==> config.mk <==
export PLATFORM = sky130hd
export DESIGN_NAME = program_loader
export DESIGN_NICKNAME = d
export VERILOG_FILES = /design/src/rtl/cpu_pkg.sv /design/src/rtl/sync_edge.sv /design/src/rtl/program_loader.sv
export SDC_FILE = /design/constraint.sdc
export NUM_CORES = 1
export LEC_CHECK = 0
export BUFFER_PORTS_ARGS = -buffer_cell sky130_fd_sc_hd__buf_4
export CAP_MARGIN = 10
export CORE_ASPECT_RATIO = 0.6
export CORE_MARGIN = 8
export CORE_UTILIZATION = 63
export DETAILED_ROUTE_END_ITERATION = 8
export GPL_ROUTABILITY_DRIVEN = 1
export GPL_TIMING_DRIVEN = 0
export HOLD_SLACK_MARGIN = 0.15
export PLACE_DENSITY = 0.85
export SETUP_SLACK_MARGIN = 0.4
export SLEW_MARGIN = 20
export SYNTH_ARGS = -nofsm -noshare
export SYNTH_HDL_FRONTEND = slang
export SYNTH_HIERARCHICAL = 1
export SYNTH_SLANG_ARGS = --single-unit
==> constraint.sdc <==
create_clock -name clock -period 4.8 [get_ports clock]
set_input_delay 0.48 -clock clock [delete_from_list [all_inputs] [get_ports clock]]
set_output_delay 0.48 -clock clock [all_outputs]
set_load 0.005 [all_outputs]
==> src/rtl/cpu_pkg.sv <==
// Shared definitions for the boot-time program loader.
package cpu_pkg;

  // Loader sequencing: wait, read the length header, collect a byte, write it, release the cpu.
  typedef enum logic [2:0] {
    IDLE,
    HEADER,
    PAYLOAD,
    WRITE,
    RUN
  } loader_state_e;

  // Depth of every input synchroniser chain.
  localparam int LOADER_SYNC_STAGES = 2;

endpackage

==> src/rtl/sync_edge.sv <==
// Two-flop synchroniser with a rising-edge detector on the synchronised level.
module sync_edge
  import cpu_pkg::*;
(
  input  logic clk_i,
  input  logic rst_i,
  input  logic async_i,
  output logic level_o,
  output logic rise_o
);

  logic [LOADER_SYNC_STAGES-1:0] sync_q;
  logic                          prev_q;

  // Shift the asynchronous input through the chain and remember the last synced level.
  always_ff @(posedge clk_i or posedge rst_i) begin
    if (rst_i) begin
      sync_q <= '0;
      prev_q <= 1'b0;
    end else begin
      sync_q <= {sync_q[LOADER_SYNC_STAGES-2:0], async_i};
      prev_q <= sync_q[LOADER_SYNC_STAGES-1];
    end
  end

  assign level_o = sync_q[LOADER_SYNC_STAGES-1];
  assign rise_o  = level_o & ~prev_q;

endmodule

==> src/rtl/program_loader.sv <==
// Boot loader: receives a length-prefixed program over a two-wire serial link,
// writes it into cpu memory and keeps the cpu in reset until the load finishes.
module program_loader
  import cpu_pkg::*;
#(
  parameter int ADDR_WIDTH = 8,
  parameter int DATA_WIDTH = 8
) (
  input  logic                  clock,
  input  logic                  reset,
  input  logic                  ser_clk,
  input  logic                  ser_data,
  input  logic                  load_req,
  output logic [ADDR_WIDTH-1:0] mem_addr,
  output logic [DATA_WIDTH-1:0] mem_wdata,
  output logic                  mem_we,
  output logic                  cpu_reset,
  output logic                  busy,
  output logic                  done,
  output logic                  error
);

  localparam int CNT_W = $clog2(DATA_WIDTH);
  localparam logic [CNT_W-1:0] LAST_BIT = CNT_W'(DATA_WIDTH - 1);

  logic ser_lvl;
  logic ser_rise;
  logic load_lvl;
  logic load_rise;

  sync_edge u_ser_clk_sync (
    .clk_i   (clock),
    .rst_i   (reset),
    .async_i (ser_clk),
    .level_o (ser_lvl),
    .rise_o  (ser_rise)
  );

  sync_edge u_load_req_sync (
    .clk_i   (clock),
    .rst_i   (reset),
    .async_i (load_req),
    .level_o (load_lvl),
    .rise_o  (load_rise)
  );

  logic [LOADER_SYNC_STAGES-1:0] data_sync_q;
  logic [DATA_WIDTH-2:0]         shift_q;
  logic [CNT_W-1:0]              bit_cnt_q;
  logic [ADDR_WIDTH-1:0]         remaining_q;
  logic [ADDR_WIDTH-1:0]         mem_addr_q;
  logic [DATA_WIDTH-1:0]         mem_wdata_q;
  logic [1:0]                    prime_q;
  logic                          done_q;
  logic                          error_q;
  loader_state_e                 state_q;

  logic                  data_lvl;
  logic                  bit_stb;
  logic                  frame_done;
  logic                  primed;
  logic                  in_load;
  logic [DATA_WIDTH-1:0] frame_w;

  assign data_lvl   = data_sync_q[LOADER_SYNC_STAGES-1];
  // A rise pulse always coincides with a high level; the level term only documents that.
  assign bit_stb    = ser_rise & ser_lvl;
  assign frame_w    = {shift_q, data_lvl};
  assign frame_done = bit_stb && (bit_cnt_q == LAST_BIT);
  assign primed     = (prime_q == 2'(LOADER_SYNC_STAGES));
  assign in_load    = (state_q == HEADER) || (state_q == PAYLOAD) || (state_q == WRITE);

  // Serial data only needs a synchronised level; bit timing comes from ser_clk.
  always_ff @(posedge clock or posedge reset) begin
    if (reset) begin
      data_sync_q <= '0;
    end else begin
      data_sync_q <= {data_sync_q[LOADER_SYNC_STAGES-2:0], ser_data};
    end
  end

  // Loader FSM: after reset it waits for the load_req synchroniser to fill before deciding,
  // then collects frames, writes payload bytes and finally releases the cpu.
  always_ff @(posedge clock or posedge reset) begin
    if (reset) begin
      state_q     <= IDLE;
      shift_q     <= '0;
      bit_cnt_q   <= '0;
      remaining_q <= '0;
      mem_addr_q  <= '0;
      mem_wdata_q <= '0;
      prime_q     <= '0;
      done_q      <= 1'b0;
      error_q     <= 1'b0;
    end else begin
      if (!primed) begin
        prime_q <= prime_q + 2'd1;
      end

      if (in_load && bit_stb) begin
        shift_q   <= frame_w[DATA_WIDTH-2:0];
        bit_cnt_q <= (bit_cnt_q == LAST_BIT) ? '0 : bit_cnt_q + CNT_W'(1);
      end

      case (state_q)
        IDLE: begin
          if (primed) begin
            if (load_lvl) begin
              state_q   <= HEADER;
              error_q   <= 1'b0;
              done_q    <= 1'b0;
              shift_q   <= '0;
              bit_cnt_q <= '0;
            end else begin
              state_q <= RUN;
            end
          end
        end

        HEADER: begin
          if (!load_lvl) begin
            state_q   <= IDLE;
            error_q   <= 1'b1;
            done_q    <= 1'b0;
            shift_q   <= '0;
            bit_cnt_q <= '0;
          end else if (frame_done) begin
            remaining_q <= ADDR_WIDTH'(frame_w);
            mem_addr_q  <= '0;
            if (frame_w == '0) begin
              state_q <= RUN;
              done_q  <= 1'b1;
            end else begin
              state_q <= PAYLOAD;
            end
          end
        end

        PAYLOAD: begin
          if (!load_lvl) begin
            state_q   <= IDLE;
            error_q   <= 1'b1;
            done_q    <= 1'b0;
            shift_q   <= '0;
            bit_cnt_q <= '0;
          end else if (frame_done) begin
            mem_wdata_q <= frame_w;
            state_q     <= WRITE;
          end
        end

        WRITE: begin
          if (!load_lvl) begin
            state_q   <= IDLE;
            error_q   <= 1'b1;
            done_q    <= 1'b0;
            shift_q   <= '0;
            bit_cnt_q <= '0;
          end else begin
            mem_addr_q  <= mem_addr_q + ADDR_WIDTH'(1);
            remaining_q <= remaining_q - ADDR_WIDTH'(1);
            if (remaining_q == ADDR_WIDTH'(1)) begin
              state_q <= RUN;
              done_q  <= 1'b1;
            end else begin
              state_q <= PAYLOAD;
            end
          end
        end

        RUN: begin
          if (load_rise) begin
            state_q   <= HEADER;
            error_q   <= 1'b0;
            done_q    <= 1'b0;
            shift_q   <= '0;
            bit_cnt_q <= '0;
          end
        end

        default: begin
          state_q <= IDLE;
        end
      endcase
    end
  end

  // The strobe is suppressed when an abort lands on the write cycle.
  assign mem_we    = (state_q == WRITE) && load_lvl;
  assign cpu_reset = (state_q != RUN);
  assign busy      = in_load;
  assign done      = done_q;
  assign error     = error_q;
  assign mem_addr  = mem_addr_q;
  assign mem_wdata = mem_wdata_q;

endmodule

==> impl_metrics.py <==
metrics = {
    "critical_path": {
        "cp-end-kind": "flip-flop",
        "path_delay_family": "simple AND/OR/NAND/NOR gates",
        "crit_path_start_kind": "flip-flop",
        "cp_max_fo": 8,
        "r2r_setup_slack_ns": 2.71,
        "rr_startpoint": "bit_cnt_q[0]$_DFF_PP0_",
        "crit_top_cell": "ha_1",
        "rr_endpoint": "mem_wdata[4]$_DFFE_PP0P_",
        "critPathBufInv": 1,
        "cp_slowest_cell": "dfrtp_1",
        "crit_cells": 7,
        "critPathKind": "reg2reg",
        "cp_data_arrival_time_ns": 2.30,
        "required_ns": 5.01,
        "rr_worst_depth": 7,
        "crit_path_cell_trace": "ha_1, ha_1, nand3_1, nand2b_1, nor2b_1, buf_4, mux2_2",
        "max_stage_delay_ns": 0.42,
    },
    "power_and_ir_drop": {
        "switchingPower_uw": 357,
        "pwr-share-clk_pct": 28.5,
        "intPower_uw": 739,
        "ir_drop_mv": 0.344,
        "cellPowerDensity_nw_per_um2": 379,
        "swShare_pct": 32.6,
        "power_frac_comb_pct": 27.9,
        "seqPwrFrac_pct": 43.5,
        "p_leak_nw": 1.32,
    },
    "yosys": {
        "yosysMostFrequentCell": "dfrtp_1",
        "synth-xor-area-share_pct": 2.11,
        "synthFlopType": "dfrtp_1",
        "postSynthCellCount": 227,
        "synth.distinct_cells": 49,
        "synth.yosys.warnings": 6,
        "synthArstFlopShare_pct": 100,
        "syn_nets": 238,
        "synth_top_family_by_area": "simple AND/OR/NAND/NOR gates",
        "synth-seq-area-share_pct": 49.1,
        "synthesis.area_um2": 2490,
        "synthAdderAreaFrac_pct": 3.01,
        "synth_top_area_share_pct": 49.1,
        "synth_edf_count": 0,
        "avgSynthCellArea_um2": 11.0,
        "synth_simple_gate_area_share_pct": 21.0,
        "synth-compound-area-share_pct": 11.5,
        "yosys_register_bits": 49,
        "yosysTopAreaCell": "dfrtp_1",
        "synth_mux_area_share_pct": 9.33,
        "ys_top_cells_by_count": "dfrtp_1 (49), nor2_1 (28), nand2_1 (13), a21oi_1 (10)",
        "yosys-top-cells-area": "dfrtp_1 (49%), nor2_1 (4.2%), mux2_2 (4.1%)",
    },
    "place": {
        "place_ws_ns": 2.80,
        "hpwl_mm": 3.84,
        "dp.cells": 300,
        "io_buffer_count": 25,
        "place.gp.congestion": 0.851,
    },
    "layout": {
        "finalCoreUtilization_pct": 77.3,
        "seqCellArea_um2": 1230,
        "final_cells": 309,
        "drive_gt1_share_pct": 26.7,
        "layout.nets": 272,
        "multi_input_area_um2": 1170,
        "area_delta_synth_final_pct": 16.0,
        "n_fill_cell": 257,
        "antenna_cells": 0,
    },
    "floorplanning": {
        "die_area_um2": 6300,
        "pin_count": 26,
        "core.rowCount": 17,
        "die_w_um": 97.2,
        "core_area_um2": 3740,
        "die_y_um": 64.7,
        "start_util_pct": 66.6,
    },
    "grt": {
        "grt.total_usage_pct": 17.3,
        "first_global_vias": 1761,
        "grt_pass1_wl_mm": 8.87,
        "grt_max_degree": 26,
        "antenna_found_initial": 0,
        "grt_overflow_total": 0,
    },
    "drt": {
        "vias": 1834,
        "drc": 0,
        "via_per_inst": 5.94,
        "drt_first_pass_iters": 4,
        "wl_per_cell_um": 17.0,
        "postRouteAntennaNets": 0,
        "wirelength_mm": 5.27,
        "drt_iter0_drc": 105,
    },
    "clocking": {
        "post_cts_buffers": 0,
        "cts_buffers": 5,
        "cts_tree": "done",
        "ctsResizeCount": 0,
        "clkLatencyLatePin_ns": 0.32,
        "path_clk_slew_ns": 0.10,
        "cts-root-buf": "clkbuf_8",
        "cts_max_path_buffers": 2,
        "clock-sinks": 49,
        "cts_hold_buf": 1,
        "htreeDepth": 2,
    },
    "timing": {
        "rsz0062_at_grt": "no",
        "setup_viol": 0,
        "fin_skew_ns": 0.00831,
        "slew_viol_final": 0,
        "fin_crit_sh_pct": 43.6,
        "clock.fmax_ghz": 0.478,
        "fin_ws_ns": 2.71,
        "tns_ns": 0,
        "fin_crit_ns": 2.09,
        "worst_pin_slew_ns": 0.448,
        "maxSlewHeadroom_pct": 70.0,
        "finalHoldViolCount": 0,
    },
    "job": {
        "timing.max_cap.violations": 0,
    },
    "min_path": {
        "min-delay-start": "load_req",
        "holdPathEnd": "u_load_req_sync/sync_q[0]$_DFF_PP0_",
        "min_delay_path_depth": 1,
        "hp-class": "in2reg",
    },
    "run_status": {
        "status": "finished clean",
    },
}
==> metrics by stage <==
stage	power, mW	hold WS (ns)	cell area (um2)
detailed placement	0.787	0.335	2770
floorplan	0.705	0.234	2490
global placement	0.774	0.331	2740
CTS	1.09	0.261	2900
global route	1.15	0.253	2900
finish	1.10	0.262	2900
==> cell type report <==
cell class / count / area share, %
Sequential cell: 49 / 42.4
Multi-Input combinational cell: 160 / 40.4
Timing Repair Buffer: 27 / 7.78
Clock buffer: 5 / 2.38
Buffer: 9 / 2.20
Tap cell: 47 / 2.03
Clock inverter: 3 / 1.64
Inverter: 9 / 1.17
==> placed cells by master (no fill, tap or decap), drive strengths merged, types with 2 or more instances in the layout <==
cell / instances
inv: 11
a221oi: 3
nand2b: 6
a21oi: 10
a31oi: 3
o2bb2ai: 4
nor2b: 6
nand2: 13
nor4: 7
nor3: 7
a211oi: 2
and2: 2
ha: 6
nor3b: 2
buf: 34
a22oi: 2
nor2: 29
o21ai: 9
xnor2: 6
dfrtp: 49
mux2i: 9
mux2: 12
nand3: 8
clkbuf: 6
nand3b: 4
==> sequential cells by signal, indices dropped and copies added (netlist names) <==
name	count
data_sync_q	2
error	1
mem_wdata	8
remaining_q	8
mem_addr	8
bit_cnt_q	3
done	1
state_q	3
u_load_req_sync/prev_q	1
shift_q	7
u_ser_clk_sync/sync_q	2
prime_q	2
u_load_req_sync/sync_q	2
u_ser_clk_sync/prev_q	1
==> power by group through the flow <==
stage / Combinational, mW / Sequential, mW / Clock, mW
2_1_floorplan: 0.230 / 0.475 / 0
3_3_place_gp: 0.292 / 0.482 / 0
3_5_place_dp: 0.303 / 0.484 / 0
4_1_cts: 0.306 / 0.476 / 0.312
5_1_grt: 0.339 / 0.482 / 0.325
6_report: 0.306 / 0.477 / 0.313
==> how the worst max path moves through the flow <==
stage / slack (ns) / to / from
5_1_grt: 2.60 / mem_wdata[4]$_DFFE_PP0P_ / bit_cnt_q[0]$_DFF_PP0_
3_5_place_dp: 2.80 / done$_DFFE_PP0P_ / bit_cnt_q[0]$_DFF_PP0_
4_1_cts: 2.72 / mem_wdata[4]$_DFFE_PP0P_ / bit_cnt_q[0]$_DFF_PP0_
3_3_place_gp: 2.74 / remaining_q[5]$_DFFE_PP0P_ / reset
2_1_floorplan: 3.05 / mem_wdata[0]$_DFFE_PP0P_ / bit_cnt_q[0]$_DFF_PP0_
6_report: 2.71 / mem_wdata[4]$_DFFE_PP0P_ / bit_cnt_q[0]$_DFF_PP0_
==> cells by family after synthesis <==
group                      after synthesis
and+or+nand+nor                         89
DFF                                     49
AOI/OAI and AO/OA                       38
muxes                                   21
buffers and inverters                   18
xor gates and xnor gates                 6
adders and majority gates                6
==> routing by layer <==
| metal | vias to the layer above | GRT usage, % | wire (um) |
|---|---|---|---|
| met5 | - | 0 | 0 |
| met1 | 898 | 24.5 | 2670 |
| met2 | 48 | 25.3 | 2280 |
| met4 | 0 | 5.25 | 63 |
| li1 | 881 | - | - |
| met3 | 7 | 4.34 | 256 |
Note: power is estimated with default switching activity, not from simulation.
